[src/rtl/store_write_buffer_pkg.sv]
`default_nettype none
// +----------------------------------------------------------------------+
// | store_write_buffer_pkg : load/store type codes and lane helpers      |
// | Rev 1.0                                                              |
// +----------------------------------------------------------------------+
package store_write_buffer_pkg;

    typedef enum logic [2:0] {
        LS_BYTE = 3'b000,
        LS_HALF = 3'b001,
        LS_WORD = 3'b011
    } ls_type_e;

    localparam int BE_W = 4;

    // True when a buffered entry supplies every byte the load asks for.
    function automatic logic be_covers(input logic [BE_W-1:0] entry_be,
                                       input logic [BE_W-1:0] load_be);
        return (entry_be & load_be) == load_be;
    endfunction

endpackage
`default_nettype wire

[src/rtl/store_write_buffer_be_gen.sv]
`default_nettype none
// +----------------------------------------------------------------------+
// | store_byte_enable_gen : replicates store data onto byte lanes and    |
// | derives byte enables plus the misaligned/invalid-type drop flag.     |
// | Rev 1.0                                                              |
// +----------------------------------------------------------------------+
module store_byte_enable_gen
    import store_write_buffer_pkg::*;
(
    input  logic [2:0]      type_i,
    input  logic [1:0]      addr_lo_i,
    input  logic [31:0]     data_i,
    output logic [31:0]     data_o,
    output logic [BE_W-1:0] be_o,
    output logic            drop_o
);

    always_comb begin
        data_o = '0;
        be_o   = '0;
        drop_o = 1'b1;
        case (type_i)
            LS_BYTE: begin
                data_o = {4{data_i[7:0]}};
                be_o   = 4'b0001 << addr_lo_i;
                drop_o = 1'b0;
            end
            LS_HALF: begin
                data_o = {2{data_i[15:0]}};
                be_o   = addr_lo_i[1] ? 4'b1100 : 4'b0011;
                drop_o = addr_lo_i[0];
            end
            LS_WORD: begin
                data_o = data_i;
                be_o   = 4'b1111;
                drop_o = (addr_lo_i != 2'b00);
            end
            default: ;
        endcase
    end

endmodule
`default_nettype wire

[src/rtl/store_write_buffer.sv]
`default_nettype none
// +----------------------------------------------------------------------+
// | store_write_buffer : posted-write FIFO with load hazard check.        |
// | Macro STORE_BUF_FWD_EN enables forwarding from the youngest match.   |
// | Rev 1.0                                                              |
// +----------------------------------------------------------------------+
module store_write_buffer
    import store_write_buffer_pkg::*;
#(
    parameter int DEPTH  = 4,
    parameter int ADDR_W = 32
) (
    input  logic              i_clk,
    input  logic              i_reset,
    input  logic              i_store_valid,
    input  logic [2:0]        i_store_type,
    input  logic [ADDR_W-1:0] i_store_addr,
    input  logic [31:0]       i_store_data,
    output logic              o_store_ready,
    output logic              o_misaligned,
    input  logic              i_load_valid,
    input  logic [2:0]        i_load_type,
    input  logic [ADDR_W-1:0] i_load_addr,
    output logic              o_load_stall,
    output logic              o_load_fwd,
    output logic [31:0]       o_load_data,
    output logic              o_mem_we,
    output logic [ADDR_W-1:0] o_mem_addr,
    output logic [31:0]       o_mem_wdata,
    output logic [BE_W-1:0]   o_mem_be,
    input  logic              i_mem_ready,
    output logic              o_empty
);

    localparam int PTR_W = (DEPTH > 1) ? $clog2(DEPTH) : 1;
    localparam int CNT_W = PTR_W + 1;
    localparam int WA_W  = ADDR_W - 2;

    logic [31:0]     w_st_data;
    logic [BE_W-1:0] w_st_be;
    logic            w_st_drop;
    logic [31:0]     w_ld_lane_unused;
    logic [BE_W-1:0] w_ld_be;
    logic            w_ld_drop_unused;

    store_byte_enable_gen u_store_lanes (
        .type_i    (i_store_type),
        .addr_lo_i (i_store_addr[1:0]),
        .data_i    (i_store_data),
        .data_o    (w_st_data),
        .be_o      (w_st_be),
        .drop_o    (w_st_drop)
    );

    store_byte_enable_gen u_load_be (
        .type_i    (i_load_type),
        .addr_lo_i (i_load_addr[1:0]),
        .data_i    (32'h0),
        .data_o    (w_ld_lane_unused),
        .be_o      (w_ld_be),
        .drop_o    (w_ld_drop_unused)
    );

    logic [WA_W-1:0]  waddr_q [DEPTH];
    logic [31:0]      data_q  [DEPTH];
    logic [BE_W-1:0]  be_q    [DEPTH];
    logic [DEPTH-1:0] valid_q, valid_d;
    logic [PTR_W-1:0] rd_ptr_q, rd_ptr_d, wr_ptr_q, wr_ptr_d;
    logic [CNT_W-1:0] count_q, count_d;
    logic             misaligned_q, misaligned_d;

    logic w_full, w_empty, w_push, w_pop;

    assign w_full  = (count_q == CNT_W'(DEPTH));
    assign w_empty = (count_q == '0);
    assign w_push  = i_store_valid & ~w_full & ~w_st_drop;
    assign w_pop   = ~w_empty & i_mem_ready;

    always_comb begin
        rd_ptr_d     = rd_ptr_q;
        wr_ptr_d     = wr_ptr_q;
        count_d      = count_q;
        valid_d      = valid_q;
        misaligned_d = i_store_valid & w_st_drop;
        if (w_pop) begin
            valid_d[rd_ptr_q] = 1'b0;
            rd_ptr_d          = rd_ptr_q + PTR_W'(1);
        end
        if (w_push) begin
            valid_d[wr_ptr_q] = 1'b1;
            wr_ptr_d          = wr_ptr_q + PTR_W'(1);
        end
        case ({w_push, w_pop})
            2'b10:   count_d = count_q + CNT_W'(1);
            2'b01:   count_d = count_q - CNT_W'(1);
            default: ;
        endcase
    end

    always_ff @(posedge i_clk or negedge i_reset) begin
        if (!i_reset) begin
            rd_ptr_q     <= '0;
            wr_ptr_q     <= '0;
            count_q      <= '0;
            valid_q      <= '0;
            misaligned_q <= 1'b0;
        end else begin
            rd_ptr_q     <= rd_ptr_d;
            wr_ptr_q     <= wr_ptr_d;
            count_q      <= count_d;
            valid_q      <= valid_d;
            misaligned_q <= misaligned_d;
        end
    end

    // Payload storage is qualified by valid_q, so it needs no reset.
    always_ff @(posedge i_clk) begin
        if (w_push) begin
            waddr_q[wr_ptr_q] <= i_store_addr[ADDR_W-1:2];
            data_q[wr_ptr_q]  <= w_st_data;
            be_q[wr_ptr_q]    <= w_st_be;
        end
    end

    assign o_store_ready = ~w_full;
    assign o_empty       = w_empty;
    assign o_misaligned  = misaligned_q;
    assign o_mem_we      = ~w_empty;
    assign o_mem_addr    = w_empty ? '0 : {waddr_q[rd_ptr_q], 2'b00};
    assign o_mem_wdata   = w_empty ? '0 : data_q[rd_ptr_q];
    assign o_mem_be      = w_empty ? '0 : be_q[rd_ptr_q];

    logic [DEPTH-1:0] w_match;

    for (genvar g = 0; g < DEPTH; g++) begin : g_match
        assign w_match[g] = i_load_valid & valid_q[g] &
                            (waddr_q[g] == i_load_addr[ADDR_W-1:2]);
    end

`ifdef STORE_BUF_FWD_EN
    logic [PTR_W-1:0] w_sel;
    logic             w_hit, w_cover;

    // Walk oldest to youngest so the last match seen is the youngest.
    always_comb begin
        w_sel = rd_ptr_q;
        for (int k = 0; k < DEPTH; k++) begin
            if (w_match[rd_ptr_q + PTR_W'(k)]) begin
                w_sel = rd_ptr_q + PTR_W'(k);
            end
        end
    end

    assign w_hit        = |w_match;
    assign w_cover      = be_covers(be_q[w_sel], w_ld_be);
    assign o_load_fwd   = w_hit & w_cover;
    assign o_load_stall = w_hit & ~w_cover;
    assign o_load_data  = (w_hit & w_cover) ? data_q[w_sel] : '0;
`else
    logic w_ld_be_unused;

    assign w_ld_be_unused = ^w_ld_be;
    assign o_load_stall   = |w_match;
    assign o_load_fwd     = 1'b0;
    assign o_load_data    = '0;
`endif

endmodule
`default_nettype wire
[config.mk]
export PLATFORM = sky130hd
export DESIGN_NAME = store_write_buffer
export DESIGN_NICKNAME = d
export VERILOG_FILES = /design/src/rtl/store_write_buffer_pkg.sv /design/src/rtl/store_write_buffer_be_gen.sv /design/src/rtl/store_write_buffer.sv
export SDC_FILE = /design/constraint.sdc
export NUM_CORES = 1
export LEC_CHECK = 0
export CELL_PAD_IN_SITES_DETAIL_PLACEMENT = 0
export CELL_PAD_IN_SITES_GLOBAL_PLACEMENT = 1
export CORE_ASPECT_RATIO = 0.9
export CORE_MARGIN = 5
export CORE_UTILIZATION = 29
export DETAILED_ROUTE_END_ITERATION = 16
export PLACE_DENSITY = 0.56
export SYNTH_ARGS = -nofsm -noshare
export SYNTH_HDL_FRONTEND = slang
export SYNTH_SLANG_ARGS = --single-unit
[constraint.sdc]
create_clock -name i_clk -period 4.5 [get_ports i_clk]
set_input_delay 0.45 -clock i_clk [delete_from_list [all_inputs] [get_ports i_clk]]
set_output_delay 0.45 -clock i_clk [all_outputs]
set_load 0.05 [all_outputs]
# Yosys cells after proc, flatten, opt, wreduce, memory -nomap -nowiden

Memories as Yosys holds them, arrays and structs flattened.
Cells that the tools add are included.

Bits in registers: 12
Memory bits (writable): 264
Output and inout bits: 106
Word-level logic and storage cells: 67
Memories: 3

$add $sub $neg: 4
Magnitude comparators: 4
Eq/ne operators: 9
Shift operators: 1
Muxes and demuxes: 16
Bitwise gates (word level): 18
Reduce and logical (&&, ||, !) cells: 7

Memories:

| name    | words | bits a word | rd ports | clocked after memory_dff | wr ports | line                     | text |
|---|---|---|---|---|---|---|---|
| data_q  | 4     | 32          | 1        | 0                        | 1        | store_write_buffer.sv:65 | `logic [31:0] data_q [DEPTH];` |
| waddr_q | 4     | 30          | 5        | 0                        | 1        | store_write_buffer.sv:64 | `logic [WA_W-1:0] waddr_q [DEPTH];` |
| be_q    | 4     | 4           | 1        | 0                        | 1        | store_write_buffer.sv:66 | `logic [BE_W-1:0] be_q [DEPTH];` |

Operators with widths:

| operator                                             | number |
|---|---|
| equality test 30 bit                                 | 4 |
| case mux 32 bit (3 select lines)                     | 1 |
| two-way mux 32 bit                                   | 2 |
| two-way mux 4 bit                                    | 4 |
| AND 1 bit                                            | 12 |
| case mux 4 bit (3 select lines)                      | 1 |
| logical NOT 3 bit                                    | 2 |
| < comparator 2 x 3 -> 1 bit (second input constant)  | 2 |
| case mux 3 bit (2 select lines)                      | 1 |
| adder 2 x 1 -> 2 bit (second input constant)         | 2 |
| AND 4 bit                                            | 1 |
| demux 1 bit (select 2 bit)                           | 2 |
| >= comparator 2 x 1 -> 1 bit (second input constant) | 2 |
| two-way mux 1 bit                                    | 4 |
| inverter 4 bit                                       | 1 |
| bitwise OR 4 bit                                     | 1 |
| nonzero test 2 bit                                   | 2 |
| OR reduction 4 bit                                   | 1 |
| left shift 1 x 2 -> 4 bit (first input constant)     | 1 |
| adder 3 x 1 -> 3 bit (second input constant)         | 1 |
| equality test 3 x 1 -> 1 bit (second input constant) | 1 |
| equality test 3 x 2 -> 1 bit (second input constant) | 1 |
| equality test 3 bit (second input constant)          | 1 |
| inverter 1 bit                                       | 3 |
| 5 further kinds                                      | 6 |

# Longest topological paths before layout

Gate-level depths: netlist of the first run.

Depth after elaboration: 9
Depth in mapped cells: 11
Gate-level depth less buffers: 10

# By module

From an unflattened synthesis of the first run, not the netlist that was laid out.

Cells, all modules: 807
Area, all modules: 12985.0 um^2

By module, submodules not included:

| module                | times used | cells an instance | area each (um^2) | seq. area each (um^2) |
|---|---|---|---|---|
| store_write_buffer    | 1          | 699               | 12309.3          | 8227.9 |
| store_byte_enable_gen | 1          | 108               | 675.6            | 0.0 |

# Worst setup path before layout of the first run

OpenSTA, ideal clock, no wires.

Kind: register to register
Start point: register count_q[0]
End point: memory be_q[0][0] (enable)
Library setup time: 0.432 ns
Arrival time: 2.804 ns
Setup slack: 1.264 ns
Stages on the path, launching flop included: 6
Clock period less this slack: 3.236 ns
Path through: dfrtp_1 > inv_1 > nand3_1 > and3_1 > buf_2 > and2_1

Word-level cells in the longest chain between the ends: 6

RTL lines:

| element                                 | line                      | text |
|---|---|---|
| start: declaration                      | store_write_buffer.sv:69  | `logic [CNT_W-1:0] count_q, count_d;` |
| start signal: assignment                | store_write_buffer.sv:110 | `count_q <= count_d;` |
| equality test 3 bit                     | store_write_buffer.sv:74  | `assign w_full = (count_q == CNT_W'(DEPTH));` |
| inverter 1 bit                          | --                        |  |
| named net o_store_ready                 | store_write_buffer.sv:19  | `output logic o_store_ready,` |
| AND 1 bit (2 in series)                 | store_write_buffer.sv:76  | `assign w_push = i_store_valid & ~w_full & ~w_st_drop;` |
| two-way mux 1 bit                       | store_write_buffer.sv:118 | `if (w_push) begin` |
| two-way mux 1 bit (not written as such) | store_write_buffer.sv:121 | `be_q[wr_ptr_q] <= w_st_be;` |
| end: declaration                        | store_write_buffer.sv:66  |  |

The timed path passes the listed nets, and every way through them passes these cells.

# Worst setup path after layout of the first run

Start point: input port i_load_addr[28]
End point: output port o_load_stall

Word-level cells in the longest chain between the ends: 3
Elaborated cells between the ends (all ways): 9

RTL lines:

| element              | line                      | text |
|---|---|---|
| start: declaration   | store_write_buffer.sv:23  | `input logic [ADDR_W-1:0] i_load_addr,` |
| equality test 30 bit | store_write_buffer.sv:137 | `(waddr_q[g] == i_load_addr[ADDR_W-1:2]);` |
| AND 1 bit            | store_write_buffer.sv:136 | `assign w_match[g] = i_load_valid & valid_q[g] &` |
| OR reduction 4 bit * | store_write_buffer.sv:163 | `assign o_load_stall = \|w_match;` |
| end: declaration     | store_write_buffer.sv:24  | `output logic o_load_stall,` |

Every way passes the cells marked *; elsewhere a longest branch is shown, timed or not.

==> impl_results.md, run 1 <==
- Worst path bufs/invs: 2
- Slowest cell on crit path: clkdlybuf4s50_1
- Gr usage total: 0.146
- Crit path to: o_load_stall
- Cell Chain, Critical Path: clkdlybuf4s50_1 -> xnor2_1 -> nand4_1 -> nor4_1 -> nand4_1 -> nand4_1 -> clkdlybuf4s50_1
- Total gr overflow: 0
- Final hold slack: 257 ps
- FFs w/ async S/R, synth: 0.0435
- M1 GR Usage: 0.217
- Wirelength per Cell: 22.8 um
- Min-Delay Path Class: in2async
- Mapped Area: 12800 um^2
- CP startpoint kind: input port
- Placer congestion estimate: 0.811
- Initial Utilization: 0.292
- Final setup fails: 0
- Worst-skew pair later-pin latency: roughly 570 ps
- Fin crit share: 0.809
- Fmax: around 270 MHz
- Net Sw Frac: 0.387
- Sw Pwr: approximately 3.8 mW
- Vias in the first global route: roughly 7700
- CP startpoint: i_load_addr[28]
- WL final: 36000 um
- Longest Clk Path Bufs: 3
- Internal: approximately 6.0 mW
- Largest family of logic cells by synthesized area: multiplexers
- Die W: about 230 um
- Post-synth EDFFs: around 260
- GR peak layer: met2
- Critical R2R Capture: count_q[2]
- DR vias: 7172
- Post-synthesis compound-gate area fraction: 0.0168
- Status: finished, final reports clean
- Number of max-cap violations: 0
- Vias per cell: around 4.5
- DP HPWL: 25200 um
- Crit end category: output port
- Crit path max fanout: 4
- Sequential area share after synthesis: 0.642
- Number of cells upsized or downsized after cts: 0
- CTS Buf Count: 31
- Detailed Route Iter0 Violations: 410
- Post-DRT Antenna Nets: 0
- Largest net degree at the start of global routing: 42
- Fill count: 4178
- Max Clock Skew: about 11 ps
- Required @ worst endpoint: just over 4000 ps
- Most used cell along the critical path: nand4_1
- Core area: 43900 um^2
- Slew headroom: 0.528
- Gate family responsible for the most delay along the worst path: buffers and inverters
- GR Layer Usage met3: 0.0265
- Die ar.: between 40000 and 50000 um^2
- Flops & latches, synth: 276
- Mapped Cells: approximately 800
- P&R area growth vs syn: 25.1%
- Nets: ~1100
- XOR/XNOR Fraction of Synth Area: 0.0855
- # rows: 73
- Chip height: roughly 210 um
- Peak supply drop: between 0.3 and 0.4 mV
- Max incr delay on CP: about 830 ps
- Endpoints failing hold: 0
- Initial antenna violation count: 0
- Clk slew on worst S/H paths: about 50 ps
- Seq pwr share: 0.315
- Clock Power Share: 0.242
- R2R Path Start: count_q[2]
- Unique masters post-synth: 34
- Crit path depth: 7
- Setup TNS: 0 ps
- Reg2reg path depth: 8
- First-pass GRT wire length: ~53000 um
- R2r setup slk: 1880 ps
- Layout cell share with drive strength beyond 1: 0.138
- Worst Tran Pin Value: roughly 700 ps
- Pleak: ~5.2 nW
- H-tree lvl count: 1
- Number of port buffers: roughly 170
- P per Cell Area: 615 nW/um^2
- Io pins: ~210
- Post-synth top flop: edfxtp_1
- Pins Over Slew Limit: 0
- Clock Sinks: around 280
- Mux contribution to synthesized area: 0.124
- Logic gate share of total power: 0.443
- Post-Synth Simple-Gate Area: 0.0758
- Clock root cell: clkbuf_16
- Mean post-synth cell area: 16.2 um^2
- Crit path DAT: between 3000 and 4000 ps
- Synth Warn #: 0
- TritonRoute pass-1 iters: 4
- Met2 Use GR: 0.227
- Worst Setup Path Type: in2out
- Adder-Cell Fraction of Synth Area: 0.0104
- CTS hold repair buffers: 0
- Crit path time final: between 3000 and 4000 ps
- Total power: slightly below 10 mW
- Remaining DRCs: 0
- RSZ-0062 raised after global routing: false
- CTS tree: done
- Post-CTS setup repair buffer count: 0
==> cells in the mapped netlist, types with 9 or more instances <==
cell type  count  area share
and2_1        79       0.039
buf_2          9      0.0035
mux4_2        66        0.12
nand4_1       21       0.010
clkbuf_1      28      0.0082
nor2_1        18      0.0053
nand2_1       27      0.0079
ha_1           9      0.0088
buf_4         37       0.022
nor4_1        16      0.0078
inv_1         12      0.0035
a21oi_1       17      0.0066
xor2_1        42       0.029
nand3_1        9      0.0035
xnor2_1       83       0.057
dfrtp_1       12       0.023
edfxtp_1     264        0.62
==> metal layers <==
metal	up-vias	part of all wire	wire, um
li1	3229	-	-
met1	3735	0.47	16900
met2	175	0.46	16500
met3	33	0.055	2000
met4	0	0.015	541
met5	-	0	0
==> cell type report <==
| class | instances | area (um^2) | area share |
|---|---|---|---|
| diodes | 1 | 2.50 | 0.000156 |
| clock buffers | 40 | 810 | 0.0505 |
| clock inverters | 14 | 143 | 0.00890 |
| inverters | 12 | 45.0 | 0.00281 |
| multi-input cells | 454 | 4140 | 0.258 |
| flip-flops and latches | 276 | 8230 | 0.514 |
| well taps | 600 | 751 | 0.0468 |
| repair buffers | 186 | 1900 | 0.119 |
==> cell usage in the layout (no fill, tap or decap), drive strengths merged, types with 2 or more instances in the layout <==
| cell type | n |
|---|---|
| edfxtp | 264 |
| clkdlybuf4s50 | 172 |
| xnor2 | 83 |
| and2 | 79 |
| mux4 | 66 |
| xor2 | 42 |
| clkbuf | 40 |
| conb | 35 |
| nand2 | 27 |
| nand4 | 21 |
| nor2 | 18 |
| a21oi | 17 |
| nor4 | 16 |
| buf | 14 |
| inv | 13 |
| dfrtp | 12 |
| nand3 | 9 |
| ha | 9 |
| mux2 | 7 |
| a22oi | 7 |
| clkinv | 6 |
| a21o | 5 |
| clkinvlp | 5 |
| o21ai | 3 |
| nor2b | 2 |
| mux2i | 2 |
| bufinv | 2 |
==> how the worst min path moves through the flow <==
stage / startpoint / to / cells past startpoint
after floorplan: i_reset / count_q[0] / 0
after global placement: count_q[2] / count_q[2] / 1
after detailed placement: count_q[2] / count_q[2] / 1
after CTS: i_reset / count_q[1] / 1
after global routing: i_reset / rd_ptr_q[0] / 1
final: i_reset / o_misaligned / 1
==> sequential cells by signal (all words and copies together), names as in the netlist <==
register,flops
be_q,16
count_q,3
data_q,128
o_misaligned,1
rd_ptr_q,2
valid_q,4
waddr_q,120
wr_ptr_q,2
==> cells by family (layout without fill, tap and decap cells) <==
family	after synthesis	count (layout)
other cells	1	36
compound gates	34	34
buf+inv	95	252
flops	276	276
xor+xnor	125	125
fa+ha+maj	10	10
mux	75	75
simple gates	175	175
==> worst reg2reg max path, cell delays in order (launching register included) <==
cell and delay, ps:
dfrtp_1 400, or3_2 840, and2_1 420, ha_1 260, inv_1 70, fa_1 170
xor2_1 140, nor2_1 60, xor2_1 140
==> per-stage QoR <==
step | std cells | utilization | cell area, um^2 | setup WS [ps]
floorplan | 825 | - | 12900 | 1260
global placement | 1528 | 0.343 | 15100 | 884
detailed placement | 1528 | 0.343 | 15100 | 892
CTS | 1582 | 0.365 | 16000 | 826
global route | 1582 | 0.365 | 16000 | 768
finish | 1583 | 0.365 | 16000 | 861
==> power groups by stage <==
stage,Sequential (mW),Clock [mW],Combinational (mW)
after floorplan,3.12,0,3.08
after global placement,3.16,0,4.46
after detailed placement,3.16,0,4.46
after CTS,3.11,2.45,4.47
after global routing,3.12,2.56,4.60
final,3.11,2.38,4.36
No activity file was read; power rests on OpenSTA's default activity.
==> run 2, diff against run 1 <==
==> constraint.sdc (replaced) <==
create_clock -name i_clk -period 3.5 [get_ports i_clk]
set_input_delay 0.35 -clock i_clk [delete_from_list [all_inputs] [get_ports i_clk]]
set_output_delay 0.35 -clock i_clk [all_outputs]
set_load 0.05 [all_outputs]
==> impl_results.md, run 2 (same netlist as run 1, synthesis figures left out) <==
- Endpoints failing hold: 0 (unchanged)
- Clock root cell: clkbuf_16 (unchanged)
- Worst-skew pair later-pin latency: 500 ps (was 570 ps)
- Fmax: about 310 MHz
- Most frequent cells in the layout: 264 x edfxtp_1, 171 x clkdlybuf4s50_1, 83 x xnor2_1 (was 264 x edfxtp_1, 172 x clkdlybuf4s50_1, 83 x xnor2_1)
- Vias per cell: 4.48 (was 4.53)
- Met2 Use GR: 0.224 (was 0.227)
- Largest regs: data_q (128), waddr_q (120), be_q (16) (unchanged)
- Initial Utilization: 0.292 (unchanged)
- CP startpoint kind: flip-flop (was input port)
- Status: finished, final reports clean (unchanged)
- Setup TNS: 0 ps (unchanged)
- Crit path time final: between 3000 and 4000 ps
- Clock Power Share: 0.260 (was 0.242)
- DR vias: 7141 (was 7172)
- Vias in the first global route: 7615 (was 7652)
- Core area: 43900 um^2 (unchanged)
- M1 GR Usage: 0.212 (was 0.217)
- Number of port buffers: 172 (unchanged)
- Final Cell Area: 16300 um^2 (was 16000 um^2)
- Fill count: 4174 (was 4178)
- P per Cell Area: 804 nW/um^2 (was 615 nW/um^2)
- Longest Clk Path Bufs: 3 (unchanged)
- Crit path max fanout: 13 (was 4)
- RSZ-0062 raised after global routing: false (unchanged)
- Clock Sinks: 276 (unchanged)
- Placer congestion estimate: 0.788 (was 0.811)
- Area after DPL: 15200 um^2 (was 15100 um^2)
- Crit end category: output port (unchanged)
- Detailed Route Iter0 Violations: 467 (was 410)
- Worst Tran Pin Value: 711 ps (was 702 ps)
- P&R area growth vs syn: 26.9% (was 25.1%)
- Min-Delay Path Class: in2async (unchanged)
- Pins Over Slew Limit: 0 (unchanged)
- CTS hold repair buffers: 0 (unchanged)
- Reg area: 8230 um^2 (unchanged)
- Max reg flops: 128 (unchanged)
- CTS tree: done (unchanged)
- Net Sw Frac: 0.378 (was 0.387)
- Post-DRT Antenna Nets: 0 (unchanged)
- Wirelength per Cell: 22.3 um (was 22.8 um)
- TritonRoute pass-1 iters: 5 (was 4)
- Seq pwr share: 0.307 (was 0.315)
- Multi-input logic area: 4140 um^2 (unchanged)
- Layout cell share with drive strength beyond 1: 0.149 (was 0.138)
- Peak supply drop: 0.470 mV (was 0.360 mV)
- Remaining DRCs: 0 (unchanged)
- Io pins: 213 (unchanged)
- Number of cells upsized or downsized after cts: 0 (unchanged)
- Total gr overflow: 0 (unchanged)
- Number of max-cap violations: 0 (unchanged)
- Required @ worst endpoint: 3150 ps (was 4050 ps)
- Crit path DAT: 2880 ps (was 3190 ps)
- GR Layer Usage met3: 0.0280 (was 0.0265)
- Clk slew on worst S/H paths: 60 ps (was 50 ps)
- Max Clock Skew: 24.0 ps (was 10.6 ps)
- WL final: 35600 um (was 36000 um)
- Pleak: 5.36 nW (was 5.23 nW)
- Fin crit share: 0.924
- Die W: 232 um (unchanged)
- Die ar.: 48500 um^2 (unchanged)
- Logic gate share of total power: 0.432 (was 0.443)
- Place WS: 602 ps (was 892 ps)
- Gr usage total: 0.144 (was 0.146)
- H-tree lvl count: 2 (was 1)
- GR peak layer: met2 (unchanged)
- Largest net degree at the start of global routing: 70 (was 42)
- Post-CTS setup repair buffer count: 0 (unchanged)
- Sw Pwr: 4.94 mW (was 3.82 mW)
- # rows: 73 (unchanged)
- Setup ws final: 265 ps (was 861 ps)
- Most common cell after layout, fill and taps aside: edfxtp_1 (unchanged)
- CTS Buf Count: 34 (was 31)
- Nets: 1087 (was 1078)
- Final setup fails: 0 (unchanged)
- Most flops, register: data_q (unchanged)
- Worst Setup Path Type: reg2out (was in2out)
- First-pass GRT wire length: 51900 um (was 52500 um)
- Slew headroom: 0.526 (was 0.528)
- Internal: 8.13 mW (was 6.03 mW)
- Initial antenna violation count: 2 (was 0)
- DP HPWL: 25000 um (was 25200 um)
- Chip height: 209 um (unchanged)
run 2: changes by cell type in the layout (fill, tap and decap cells not counted), sizes merged:
cell | before | now
clkbuf | 40 | 45
clkinv | 6 | 11
clkinvlp | 5 | 1
clkdlybuf4s50 | 172 | 171
buf | 14 | 21
run 2: routing by layer:
metal  vias to the layer above  share of wire
met5                         -        0.00045
met4                         4          0.016
met3                        50          0.054
met2                       192           0.47
met1                      3639           0.46
li1                       3256              -
run 2: cell type report:
| type | instances | area share |
|---|---|---|
| Clock buffer | 45 | 0.0594 |
| Inverter | 12 | 0.00277 |
| Clock inverter | 15 | 0.00777 |
| Antenna cell | 1 | 0.000154 |
| Sequential cell | 276 | 0.506 |
| Multi-Input combinational cell | 454 | 0.255 |
| Tap cell | 600 | 0.0462 |
| Timing Repair Buffer | 192 | 0.123 |
run 2: final timing paths:
kind                               start         endpoint  slack [ps]  cells past startpoint
setup / recovery             rd_ptr_q[0]  o_mem_wdata[26]         270                      4
hold / removal                   i_reset       valid_q[3]         250                      1
setup reg to reg              count_q[2]       count_q[2]         850                      9
hold reg to reg               valid_q[3]       valid_q[3]         490                      1
max in group asynchronous        i_reset      rd_ptr_q[0]        2780                      1
min in group i_clk         i_store_valid     o_misaligned         440                      2
run 2: power groups by stage:
stage | clock network (mW) | logic (mW) | registers, mW
final | 3.40 | 5.65 | 4.01
after detailed placement | 0 | 5.77 | 4.09
after global routing | 3.64 | 5.97 | 4.04
after floorplan | 0 | 3.96 | 4.01
after global placement | 0 | 5.76 | 4.09
after CTS | 3.50 | 5.78 | 4.02
run 2: through the flow:
step / power [mW] / hold WS (ps) / util / std cells
2_1_floorplan: 7.97 / 54.4 / - / 825
3_3_place_gp: 9.85 / 478 / 0.345 / 1534
3_5_place_dp: 9.86 / 484 / 0.345 / 1534
4_1_cts: 13.3 / 258 / 0.370 / 1594
5_1_grt: 13.6 / 304 / 0.370 / 1594
6_report: 13.1 / 253 / 0.370 / 1595
run 2: worst max-delay path, stage by stage, from the launching register on:
cell             delay (ps)
dfrtp_4                 620
buf_4                   310
mux4_2                  590
and2_1                  180
clkdlybuf4s50_1         700
==> run 3, diff against run 2 <==
--- a/config.mk
+++ b/config.mk
@@ -11,7 +11,7 @@
 export CORE_MARGIN = 5
 export CORE_UTILIZATION = 29
 export DETAILED_ROUTE_END_ITERATION = 16
-export PLACE_DENSITY = 0.56
+export PLACE_DENSITY = 0.58
 export SYNTH_ARGS = -nofsm -noshare
 export SYNTH_HDL_FRONTEND = slang
 export SYNTH_SLANG_ARGS = --single-unit
==> constraint.sdc (replaced) <==
create_clock -name i_clk -period 2.8 [get_ports i_clk]
set_input_delay 0.28 -clock i_clk [delete_from_list [all_inputs] [get_ports i_clk]]
set_output_delay 0.28 -clock i_clk [all_outputs]
set_load 0.01 [all_outputs]
==> impl_results.md, run 3 (same netlist as run 1, synthesis figures left out) <==
- Status: finished, final reports clean (unchanged)
- Worst path bufs/invs: 4 (was 2)
- RSZ-0062 raised after global routing: false (unchanged)
- Crit path DAT: 2430 ps (was 2880 ps)
- Chip height: 209 um (unchanged)
- H-tree lvl count: 1 (was 2)
- R2r setup slk: 540 ps (was 850 ps)
- Largest net degree at the start of global routing: 59 (was 70)
- Endpoints failing hold: 0 (unchanged)
- Wirelength per Cell: 21.8 um (was 22.3 um)
- Required @ worst endpoint: 2520 ps (was 3150 ps)
- Slew headroom: 0.555 (was 0.526)
- DR vias: 7298 (was 7141)
- Worst-skew pair later-pin latency: 550 ps (was 500 ps)
- Crit path depth: 6 (was 4)
- Total gr overflow: 0 (unchanged)
- # rows: 73 (unchanged)
- Final setup fails: 0 (unchanged)
- Pleak: 5.72 nW (was 5.36 nW)
- Gate family responsible for the most delay along the worst path: buffers and inverters (unchanged)
- Pins Over Slew Limit: 0 (unchanged)
- Crit path max fanout: 8 (was 13)
- Die ar.: 48500 um^2 (unchanged)
- Reg2reg path depth: 8 (was 9)
- Area after DPL: 15400 um^2 (was 15200 um^2)
- P&R area growth vs syn: 29.8% (was 26.9%)
- Largest regs: data_q (128), waddr_q (120), be_q (16) (unchanged)
- Remaining DRCs: 0 (unchanged)
- Cell Chain, Critical Path: buf_12 -> buf_4 -> buf_16 -> mux4_2 -> and2_1 -> dlygate4sd2_1 (was buf_4 -> mux4_2 -> and2_1 -> clkdlybuf4s50_1)
- Core area: 43900 um^2 (unchanged)
- Setup ws final: 93.3 ps (was 265 ps)
- Max incr delay on CP: 530 ps (was 700 ps)
- Min-Delay Path Class: in2async (unchanged)
- Fmax: 369 MHz
- Initial antenna violation count: 0 (was 2)
- Final Cell Area: 16600 um^2 (was 16300 um^2)
- Initial Utilization: 0.292 (unchanged)
- Reg area: 8230 um^2 (unchanged)
- TritonRoute pass-1 iters: 5 (unchanged)
- Gr usage total: 0.145 (was 0.144)
- Worst Setup Path Type: reg2out (unchanged)
- Most flops, register: data_q (unchanged)
- Fin crit share: 0.967
- Max reg flops: 128 (unchanged)
- CTS hold repair buffers: 0 (unchanged)
- WL final: 35600 um (about the same)
- Layout cell share with drive strength beyond 1: 0.189 (was 0.149)
- CP startpoint kind: flip-flop (unchanged)
- Clock Sinks: 276 (unchanged)
- CTS tree: done (unchanged)
- R2R Path Start: count_q[0] (was count_q[2])
- Placed cell count: 1562 (was 1534)
- Vias in the first global route: 7985 (was 7615)
- Detailed Route Iter0 Violations: 418 (was 467)
- Multi-input logic area: 4190 um^2 (was 4140 um^2)
- Clk slew on worst S/H paths: 60 ps (about the same)
- Most frequent cells in the layout: 264 x edfxtp_1, 115 x clkdlybuf4s50_1, 80 x xnor2_1 (was 264 x edfxtp_1, 171 x clkdlybuf4s50_1, 83 x xnor2_1)
- Crit end category: output port (unchanged)
- Crit path time final: 2710 ps
- Slowest cell on crit path: dfrtp_4 (was clkdlybuf4s50_1)
- Final hold slack: 132 ps (was 253 ps)
- Die W: 232 um (unchanged)
- Place WS: 0.533 ps (was 602 ps)
- Io pins: 213 (unchanged)
- Placer congestion estimate: 0.802 (was 0.788)
- Post-DRT Antenna Nets: 0 (unchanged)
- First-pass GRT wire length: 53000 um (was 51900 um)
- Peak supply drop: 0.465 mV (was 0.470 mV)
- Most common cell after layout, fill and taps aside: edfxtp_1 (unchanged)
- Nets: 1126 (was 1087)
- Critical R2R Capture: count_q[2] (unchanged)
- Ant diodes: 0 (was 1)
- Number of max-cap violations: 0 (unchanged)
- Longest Clk Path Bufs: 3 (unchanged)
- CTS Buf Count: 31 (was 34)
- Max Clock Skew: 4.79 ps (was 24.0 ps)
- Number of port buffers: 172 (unchanged)
- P per Cell Area: 843 nW/um^2 (was 804 nW/um^2)
- Fill count: 4157 (was 4174)
- DP HPWL: 24400 um (was 25000 um)
- Vias per cell: 4.47 (was 4.48)
- Worst Tran Pin Value: 666 ps (was 711 ps)
- Setup TNS: 0 ps (unchanged)
- Layout Cells excl Fill: 1633 (was 1595)
- Clock root cell: clkbuf_16 (unchanged)
run 3: metal layers:
metal  up-vias  track usage  part of all wire
met5         -            0                 0
met4         0       0.0263             0.012
met3        33       0.0277             0.055
met2       179        0.237              0.48
met1      3752        0.206              0.45
li1       3334            -                 -
run 3: report_power, final:
group	switching, mW	leakage [nW]	internal [mW]	total, mW
Sequential	0.147	2.55	4.83	4.98
Combinational	2.41	2.67	2.72	5.13
Clock	1.57	0.490	2.35	3.91
run 3: timing repair:
action,4_1_cts,5_1_grt
resized for setup,70,0
endpoints found under the setup margin,67,7
cloned,4,0
endpoints found under the hold margin,0,0
buffers inserted,6,4
run 3: layout make-up:
cell class,instances,share of cell area
Multi-Input combinational cell,454,0.252
Clock buffer,40,0.0499
Clock inverter,17,0.00948
Sequential cell,276,0.495
Timing Repair Buffer,234,0.145
Tap cell,600,0.0452
Inverter,12,0.00271
run 3: through the flow:
step	power, mW	util
floorplan	7.87	-
global placement	10.3	0.351
finish	14.0	0.378
detailed placement	10.3	0.351
global route	14.8	0.378
CTS	14.2	0.377
run 3: worst max path at each step:
stage | endpoint | start | slack, ps
2_1_floorplan | be_q[0][0] | i_store_type[0] | 480
3_3_place_gp | o_load_stall | i_load_addr[3] | -50
3_5_place_dp | o_load_stall | i_load_addr[3] | 0.5
4_1_cts | o_mem_addr[4] | rd_ptr_q[0] | 3
5_1_grt | o_mem_addr[23] | rd_ptr_q[0] | 8
6_report | o_mem_wdata[3] | rd_ptr_q[0] | 90
